--- config.mk ---
export PLATFORM = sky130hd
export DESIGN_NAME = add_rs_bank_flat
export DESIGN_NICKNAME = d
export VERILOG_FILES = /design/src/rtl/add_rs_if.sv /design/src/rtl/add_rs_bank.sv /design/src/flat_wrapper.sv
export SDC_FILE = /design/constraint.sdc
export NUM_CORES = 1
export LEC_CHECK = 0
export CELL_PAD_IN_SITES_DETAIL_PLACEMENT = 1
export CELL_PAD_IN_SITES_GLOBAL_PLACEMENT = 1
export CORE_ASPECT_RATIO = 1.25
export CORE_MARGIN = 2
export CORE_UTILIZATION = 47
export CTS_CLUSTER_SIZE = 8
export DETAILED_ROUTE_END_ITERATION = 16
export PLACE_DENSITY = 0.92
export SYNTH_ARGS = -nofsm -noshare
export SYNTH_HDL_FRONTEND = slang
export SYNTH_SLANG_ARGS = --single-unit
export TNS_END_PERCENT = 20
--- constraint.sdc ---
create_clock -name clk -period 27.3 [get_ports clk]
set_input_delay 5.46 -clock clk [delete_from_list [all_inputs] [get_ports clk]]
set_output_delay 5.46 -clock clk [all_outputs]
set_load 0.02 [all_outputs]
--- src/rtl/add_rs_if.sv ---
// Issue, CDB snoop and dispatch signals of the adder reservation-station bank.
interface add_rs_if #(
  parameter int unsigned DATA_W = 32,
  parameter int unsigned TAG_W  = 3
);
  logic              flush;
  logic              issue_valid;
  logic [1:0]        issue_sel;
  logic [1:0]        issue_op;
  logic [DATA_W-1:0] issue_vj;
  logic [DATA_W-1:0] issue_vk;
  logic              issue_qj_busy;
  logic              issue_qk_busy;
  logic [TAG_W-1:0]  issue_qj;
  logic [TAG_W-1:0]  issue_qk;
  logic [TAG_W-1:0]  issue_dest;
  logic              cdb_valid;
  logic [TAG_W-1:0]  cdb_tag;
  logic [DATA_W-1:0] cdb_data;
  logic [2:0]        busy;
  logic              issue_err;
  logic              ex_valid;
  logic              ex_ready;
  logic [1:0]        ex_op;
  logic [DATA_W-1:0] ex_a;
  logic [DATA_W-1:0] ex_b;
  logic [TAG_W-1:0]  ex_dest;

  modport master (
    output flush, issue_valid, issue_sel, issue_op, issue_vj, issue_vk,
           issue_qj_busy, issue_qk_busy, issue_qj, issue_qk, issue_dest,
           cdb_valid, cdb_tag, cdb_data, ex_ready,
    input  busy, issue_err, ex_valid, ex_op, ex_a, ex_b, ex_dest
  );

  modport slave (
    input  flush, issue_valid, issue_sel, issue_op, issue_vj, issue_vk,
           issue_qj_busy, issue_qk_busy, issue_qj, issue_qk, issue_dest,
           cdb_valid, cdb_tag, cdb_data, ex_ready,
    output busy, issue_err, ex_valid, ex_op, ex_a, ex_b, ex_dest
  );
endinterface

--- src/rtl/add_rs_bank.sv ---
// Three-entry reservation station for the adder units: issue, CDB wakeup,
// lowest-index dispatch into a valid/ready output register.
module add_rs_bank #(
  parameter int unsigned DATA_W = 32,
  parameter int unsigned TAG_W  = 3
) (
  input  logic   clk,
  input  logic   rst,
  add_rs_if.slave bus
);
  localparam int unsigned NUM_ENT = 3;

  typedef struct packed {
    logic              busy;
    logic [1:0]        op;
    logic [DATA_W-1:0] vj;
    logic [DATA_W-1:0] vk;
    logic              qj_busy;
    logic [TAG_W-1:0]  qj;
    logic              qk_busy;
    logic [TAG_W-1:0]  qk;
    logic [TAG_W-1:0]  dest;
  } entry_t;

  typedef struct packed {
    logic [1:0]        op;
    logic [DATA_W-1:0] a;
    logic [DATA_W-1:0] b;
    logic [TAG_W-1:0]  dest;
  } ex_t;

  entry_t               ent_q [NUM_ENT];
  entry_t               ent_d [NUM_ENT];
  entry_t               new_ent;
  ex_t                  ex_q;
  ex_t                  ex_d;
  logic                 ex_valid_q;
  logic                 ex_valid_d;
  logic                 issue_err_q;
  logic                 issue_err_d;
  logic [NUM_ENT-1:0]   busy_vec;
  logic [NUM_ENT-1:0]   ready;
  logic [NUM_ENT-1:0]   grant;
  logic [NUM_ENT-1:0]   issue_hit;
  logic                 found;
  logic                 out_free;
  logic                 fwd_j;
  logic                 fwd_k;

  // Readiness, lowest-index grant and issue target decode.
  always_comb begin
    busy_vec  = '0;
    ready     = '0;
    grant     = '0;
    issue_hit = '0;
    found     = 1'b0;
    for (int i = 0; i < NUM_ENT; i++) begin
      busy_vec[i]  = ent_q[i].busy;
      ready[i]     = ent_q[i].busy & ~ent_q[i].qj_busy & ~ent_q[i].qk_busy;
      issue_hit[i] = (bus.issue_sel == 2'(i));
      if (ready[i] && !found) begin
        grant[i] = 1'b1;
        found    = 1'b1;
      end
    end
  end

  assign out_free = !ex_valid_q || bus.ex_ready;

  // Incoming packet, with operands captured straight off the CDB on a tag match.
  always_comb begin
    fwd_j = bus.issue_qj_busy && bus.cdb_valid && (bus.cdb_tag == bus.issue_qj);
    fwd_k = bus.issue_qk_busy && bus.cdb_valid && (bus.cdb_tag == bus.issue_qk);
    new_ent         = '0;
    new_ent.busy    = 1'b1;
    new_ent.op      = bus.issue_op;
    new_ent.vj      = fwd_j ? bus.cdb_data : bus.issue_vj;
    new_ent.vk      = fwd_k ? bus.cdb_data : bus.issue_vk;
    new_ent.qj_busy = bus.issue_qj_busy && !fwd_j;
    new_ent.qk_busy = bus.issue_qk_busy && !fwd_k;
    new_ent.qj      = bus.issue_qj;
    new_ent.qk      = bus.issue_qk;
    new_ent.dest    = bus.issue_dest;
  end

  // Entry next state: wakeup, dispatch release, issue write, flush (highest priority last).
  always_comb begin
    issue_err_d = bus.issue_valid &&
                  ((issue_hit == '0) || ((issue_hit & busy_vec) != '0));
    for (int i = 0; i < NUM_ENT; i++) begin
      ent_d[i] = ent_q[i];
      if (ent_q[i].busy && bus.cdb_valid) begin
        if (ent_q[i].qj_busy && (ent_q[i].qj == bus.cdb_tag)) begin
          ent_d[i].vj      = bus.cdb_data;
          ent_d[i].qj_busy = 1'b0;
        end
        if (ent_q[i].qk_busy && (ent_q[i].qk == bus.cdb_tag)) begin
          ent_d[i].vk      = bus.cdb_data;
          ent_d[i].qk_busy = 1'b0;
        end
      end
      if (out_free && grant[i]) begin
        ent_d[i].busy = 1'b0;
      end
      if (bus.issue_valid && issue_hit[i] && !ent_q[i].busy) begin
        ent_d[i] = new_ent;
      end
      if (bus.flush) begin
        ent_d[i].busy = 1'b0;
      end
    end
  end

  // Output register: load on free slot, hold while stalled.
  always_comb begin
    ex_d       = ex_q;
    ex_valid_d = ex_valid_q;
    if (out_free) begin
      ex_valid_d = |ready;
      for (int i = 0; i < NUM_ENT; i++) begin
        if (grant[i]) begin
          ex_d.op   = ent_q[i].op;
          ex_d.a    = ent_q[i].vj;
          ex_d.b    = ent_q[i].vk;
          ex_d.dest = ent_q[i].dest;
        end
      end
    end
    if (bus.flush) begin
      ex_valid_d = 1'b0;
    end
  end

  always_ff @(posedge clk or posedge rst) begin
    if (rst) begin
      for (int i = 0; i < NUM_ENT; i++) begin
        ent_q[i] <= '0;
      end
      ex_q        <= '0;
      ex_valid_q  <= 1'b0;
      issue_err_q <= 1'b0;
    end else begin
      for (int i = 0; i < NUM_ENT; i++) begin
        ent_q[i] <= ent_d[i];
      end
      ex_q        <= ex_d;
      ex_valid_q  <= ex_valid_d;
      issue_err_q <= issue_err_d;
    end
  end

  assign bus.busy      = busy_vec;
  assign bus.issue_err = issue_err_q;
  assign bus.ex_valid  = ex_valid_q;
  assign bus.ex_op     = ex_q.op;
  assign bus.ex_a      = ex_q.a;
  assign bus.ex_b      = ex_q.b;
  assign bus.ex_dest   = ex_q.dest;
endmodule

--- src/flat_wrapper.sv ---
// flat-port wrapper written by rule: the top's interface ports become plain ports
module add_rs_bank_flat 
#(
  parameter int unsigned DATA_W = 32,
  parameter int unsigned TAG_W  = 3
)
  (clk, rst, bus_flush, bus_issue_valid, bus_issue_sel, bus_issue_op, bus_issue_vj, bus_issue_vk, bus_issue_qj_busy, bus_issue_qk_busy, bus_issue_qj, bus_issue_qk, bus_issue_dest, bus_cdb_valid, bus_cdb_tag, bus_cdb_data, bus_ex_ready, bus_busy, bus_issue_err, bus_ex_valid, bus_ex_op, bus_ex_a, bus_ex_b, bus_ex_dest);
  add_rs_if #(.DATA_W(DATA_W), .TAG_W(TAG_W)) bus_i ();
  input  logic clk;
  input  logic rst;
  input wire logic [$bits(bus_i.flush)-1:0] bus_flush;
  input wire logic [$bits(bus_i.issue_valid)-1:0] bus_issue_valid;
  input wire logic [$bits(bus_i.issue_sel)-1:0] bus_issue_sel;
  input wire logic [$bits(bus_i.issue_op)-1:0] bus_issue_op;
  input wire logic [$bits(bus_i.issue_vj)-1:0] bus_issue_vj;
  input wire logic [$bits(bus_i.issue_vk)-1:0] bus_issue_vk;
  input wire logic [$bits(bus_i.issue_qj_busy)-1:0] bus_issue_qj_busy;
  input wire logic [$bits(bus_i.issue_qk_busy)-1:0] bus_issue_qk_busy;
  input wire logic [$bits(bus_i.issue_qj)-1:0] bus_issue_qj;
  input wire logic [$bits(bus_i.issue_qk)-1:0] bus_issue_qk;
  input wire logic [$bits(bus_i.issue_dest)-1:0] bus_issue_dest;
  input wire logic [$bits(bus_i.cdb_valid)-1:0] bus_cdb_valid;
  input wire logic [$bits(bus_i.cdb_tag)-1:0] bus_cdb_tag;
  input wire logic [$bits(bus_i.cdb_data)-1:0] bus_cdb_data;
  input wire logic [$bits(bus_i.ex_ready)-1:0] bus_ex_ready;
  output wire logic [$bits(bus_i.busy)-1:0] bus_busy;
  output wire logic [$bits(bus_i.issue_err)-1:0] bus_issue_err;
  output wire logic [$bits(bus_i.ex_valid)-1:0] bus_ex_valid;
  output wire logic [$bits(bus_i.ex_op)-1:0] bus_ex_op;
  output wire logic [$bits(bus_i.ex_a)-1:0] bus_ex_a;
  output wire logic [$bits(bus_i.ex_b)-1:0] bus_ex_b;
  output wire logic [$bits(bus_i.ex_dest)-1:0] bus_ex_dest;
  assign bus_i.flush = bus_flush;
  assign bus_i.issue_valid = bus_issue_valid;
  assign bus_i.issue_sel = bus_issue_sel;
  assign bus_i.issue_op = bus_issue_op;
  assign bus_i.issue_vj = bus_issue_vj;
  assign bus_i.issue_vk = bus_issue_vk;
  assign bus_i.issue_qj_busy = bus_issue_qj_busy;
  assign bus_i.issue_qk_busy = bus_issue_qk_busy;
  assign bus_i.issue_qj = bus_issue_qj;
  assign bus_i.issue_qk = bus_issue_qk;
  assign bus_i.issue_dest = bus_issue_dest;
  assign bus_i.cdb_valid = bus_cdb_valid;
  assign bus_i.cdb_tag = bus_cdb_tag;
  assign bus_i.cdb_data = bus_cdb_data;
  assign bus_i.ex_ready = bus_ex_ready;
  assign bus_busy = bus_i.busy;
  assign bus_issue_err = bus_i.issue_err;
  assign bus_ex_valid = bus_i.ex_valid;
  assign bus_ex_op = bus_i.ex_op;
  assign bus_ex_a = bus_i.ex_a;
  assign bus_ex_b = bus_i.ex_b;
  assign bus_ex_dest = bus_i.ex_dest;
  add_rs_bank #(.DATA_W(DATA_W), .TAG_W(TAG_W)) u_core (.clk(clk), .rst(rst), .bus(bus_i));
endmodule
==> flow_summary.json <==
{
  "status": "complete, no violations",
  "post_layout_nonfiller_instances": 1820,
  "fill_cells": 3083,
  "finalMaxSlewViolations": 0,
  "cell_area_after_synthesis_um2": 14470,
  "route.final.wire_length_um": 50550,
  "timing.final.hold_violations": 0,
  "firstDrtPassIters": 5,
  "grt_max_degree": 176,
  "r2r-end": "u_core.bus.ex_b[6]",
  "worst_hold_check_path_type": "reg -> reg",
  "drv_cap": 0,
  "finalSetupTns_ns": 0,
  "tritoncts": "built",
  "antenna_violating_nets_post_route": 0,
  "dr_total_vias": 12380,
  "holdPathEnd": "u_core.ent_q[78]",
  "crit_path_top_delay_cell": "sky130_fd_sc_hd__buf_4",
  "critPathMaxFanout": 74,
  "max_clock_freq_mhz": 122.6,
  "cpLargestDelayFamily": "buffers and inverters",
  "tritoncts_num_sinks": 305,
  "vias_in_the_first_global_route": 13980,
  "mapped_nets": 1417,
  "cp-start-kind": "input port",
  "hp-start": "u_core.ent_q[78]",
  "dr.first_iter.drc_count": 1138,
  "gp_routability_congestion": 0.7980,
  "initial_utilization": 0.4789,
  "cp_data_arrival_time_ns": 8.49,
  "width_of_the_die_um": 160.9,
  "most_instantiated_flip_flop_cell_in_the_synthesis_netlist": "sky130_fd_sc_hd__dfrtp_1",
  "grt_pass1_wl_um": 79220,
  "placed_area_um2": 16350,
  "synth-edff-count": 0,
  "final_cell_area_um2": 17530,
  "floorplan.die.height_um": 200.1,
  "critPathRequiredTime_ns": 27.63,
  "synth_cell_type_count": 38,
  "cts-buffers-inserted": 44,
  "dr_vias_cell": 6.803,
  "worstMarginPinSlew_ns": 1.219,
  "slew_headroom": 0.1874,
  "crit_type": "in -> reg",
  "clkTransAtPathRegs_ns": 0.05,
  "timing.reg2reg.worst_path_depth": 6,
  "fin_crit_sh": 0.2988,
  "irDropWorstVdd_v": 0.00004890,
  "r2r_start": "u_core.bus.busy[0]",
  "top_level_ports": 194,
  "dp.cells": 1769,
  "row_count": 71,
  "drc_errors": 0,
  "setup_viol": 0,
  "final_net_count": 1534,
  "grt_setup_unrepaired": "false",
  "cts.hold.buffers_added": 0,
  "crit_top_cell": "sky130_fd_sc_hd__buf_4",
  "postCtsResizedCells": 0,
  "report.power.total_w": 0.001552,
  "detail_route.wl_per_cell_um": 27.77,
  "period_minus_slack_ns": 8.156,
  "critical_path_capture_point_type": "flip-flop",
  "grt_overflow": 0,
  "async_reset_ff_frac": 1.000,
  "initial_antenna_violation_count": 2,
  "critPathBufInv": 3,
  "final.setup_skew_ns": 0.02471,
  "max-clock-path-buffers": 3,
  "grt_use_total": 0.3127,
  "ys_warn_count": 0,
  "min_path_cells": 2,
  "crit_cells": 7,
  "area_growth_pct": 21.17,
  "buffer_ports.inserted": 193,
  "max_stage_delay_ns": 0.82,
  "cp_cell_sequence": "clkdlybuf4s50_1 -> nand2b_4 -> buf_4 -> nand4_1 -> buf_4 -> nor2_1 -> a221oi_1",
  "layout_cells_sized_above_1": 0.1983,
  "die-area_um2": 32200,
  "synth_seq_area_share": 0.5276,
  "timing.reg2reg.setup_slack_ns": 23.93,
  "clk_latency_ns": 0.55,
  "power.static_leakage_nw": 7.039,
  "count_of_state_elements_after_synthesis": 305,
  "root_buffer": "sky130_fd_sc_hd__clkbuf_16",
  "total_power_per_unit_cell_area_nw_per_um2": 88.56,
  "post_cts.repair.setup_buffers": 0,
  "dp_hpwl_um": 28010,
  "syn_avg_cell_area_um2": 11.15,
  "cts_htree_levels": 2,
  "core_area_um2": 30200,
  "post_synth_inst_count": 1297
}
==> power by group <==
group | internal (W) | switching [W] | leakage, nW
logic | 0.000214 | 0.000198 | 3.05
registers | 0.000570 | 0.0000860 | 3.42
clock network | 0.000287 | 0.000197 | 0.571
total | 0.00107 | 0.000481 | 7.04
==> tightest hold or removal path, delay by kind of cell (launching register included) <==
family        cells  cell delay (ns)
simple gates      2             0.10
flops             1             0.34
==> synthesized netlist by cell type, types with 3 or more instances <==
master	count	share of area
sky130_fd_sc_hd__a21oi_1	3	0.0010
sky130_fd_sc_hd__a21oi_2	6	0.0036
sky130_fd_sc_hd__a221oi_1	59	0.036
sky130_fd_sc_hd__a221oi_2	10	0.010
sky130_fd_sc_hd__buf_1	5	0.0013
sky130_fd_sc_hd__buf_2	35	0.012
sky130_fd_sc_hd__buf_4	9	0.0047
sky130_fd_sc_hd__buf_6	22	0.017
sky130_fd_sc_hd__clkbuf_1	65	0.017
sky130_fd_sc_hd__dfrtp_1	305	0.53
sky130_fd_sc_hd__inv_1	70	0.018
sky130_fd_sc_hd__nand2_1	108	0.028
sky130_fd_sc_hd__nand2b_1	4	0.0017
sky130_fd_sc_hd__nand3_1	7	0.0024
sky130_fd_sc_hd__nor2_1	74	0.019
sky130_fd_sc_hd__nor4_2	4	0.0035
sky130_fd_sc_hd__o221a_1	15	0.012
sky130_fd_sc_hd__o221a_2	177	0.14
sky130_fd_sc_hd__o22ai_1	75	0.032
sky130_fd_sc_hd__or2_2	6	0.0026
sky130_fd_sc_hd__or3_1	193	0.083
sky130_fd_sc_hd__xor2_1	24	0.015
==> metal layers <==
layer  routed length, µm  share of wire  up-vias  track usage
met5                   0              0        -            0
met4                2836          0.056        0       0.1798
met3                3645          0.072      195      0.05011
met2               25240           0.50      679       0.5307
met1               18820           0.37     6362       0.3772
li1                    -              -     5145            -
==> layout make-up <==
| cell class | instances | area, µm² | area share |
|---|---|---|---|
| Antenna cell | 2 | 5.005 | 0.0002856 |
| Clock buffer | 45 | 1115 | 0.06361 |
| Clock inverter | 4 | 52.55 | 0.002998 |
| Inverter | 70 | 270.3 | 0.01542 |
| Multi-Input combinational cell | 786 | 5901 | 0.3367 |
| Sequential cell | 305 | 7632 | 0.4355 |
| Tap cell | 401 | 501.7 | 0.02863 |
| Timing Repair Buffer | 207 | 2049 | 0.1169 |
==> layout by cell type (no fill, tap or decap), types with 4 or more instances in the layout <==
cell and instances:
sky130_fd_sc_hd__inv_1 69, sky130_fd_sc_hd__xor2_1 24, sky130_fd_sc_hd__nor4_2 4, sky130_fd_sc_hd__a221oi_1 59
sky130_fd_sc_hd__clkbuf_16 44, sky130_fd_sc_hd__a21oi_4 6, sky130_fd_sc_hd__o22ai_1 75, sky130_fd_sc_hd__buf_4 13
sky130_fd_sc_hd__or3_1 192, sky130_fd_sc_hd__o221a_1 15, sky130_fd_sc_hd__or2_2 6, sky130_fd_sc_hd__nor2_1 74
sky130_fd_sc_hd__o221a_2 177, sky130_fd_sc_hd__nand3_1 7, sky130_fd_sc_hd__clkdlybuf4s50_1 193, sky130_fd_sc_hd__nand2_1 108
sky130_fd_sc_hd__a221oi_2 10, sky130_fd_sc_hd__dfrtp_1 305
==> worst max path at each step <==
stage	startpoint	end
3_5_place_dp	bus_cdb_tag[2]	u_core.ent_q[56]
3_3_place_gp	bus_cdb_tag[2]	u_core.ent_q[114]
5_1_grt	bus_ex_ready	u_core.bus.ex_b[6]
4_1_cts	bus_ex_ready	u_core.bus.ex_b[6]
6_report	bus_ex_ready	u_core.bus.ex_b[6]
2_1_floorplan	rst	u_core.bus.busy[0]
==> sequential cells by signal (all words and copies together) (netlist names) <==
signal                count
u_core.bus.ex_dest        3
u_core.bus.issue_err      1
u_core.bus.ex_a          32
u_core.bus.ex_b          32
u_core.bus.ex_op          2
u_core.bus.ex_valid       1
u_core.ent_q            231
u_core.bus.busy           3
==> cell families after synthesis <==
kind of cell,Yosys count,share of synthesized area
XOR/XNOR,24,0.01453
AND/OR/NAND/NOR,412,0.1524
flip-flops,305,0.5276
buffers and inverters,206,0.07024
AO/OA/AOI/OAI,349,0.2345
multiplexers,1,0.0006920
==> metrics by stage <==
stage / hold WS, ns / setup slack, ns / utilization
final: 0.4804 / 19.14 / 0.5803
after global routing: 0.5109 / 19.13 / 0.5803
after CTS: 0.4832 / 19.22 / 0.5801
after detailed placement: 0.4688 / 18.79 / 0.5415
after global placement: 0.4578 / 18.88 / 0.5415
after floorplan: 0.4460 / 13.41 / -
Note: power is estimated with default switching activity, not from simulation.
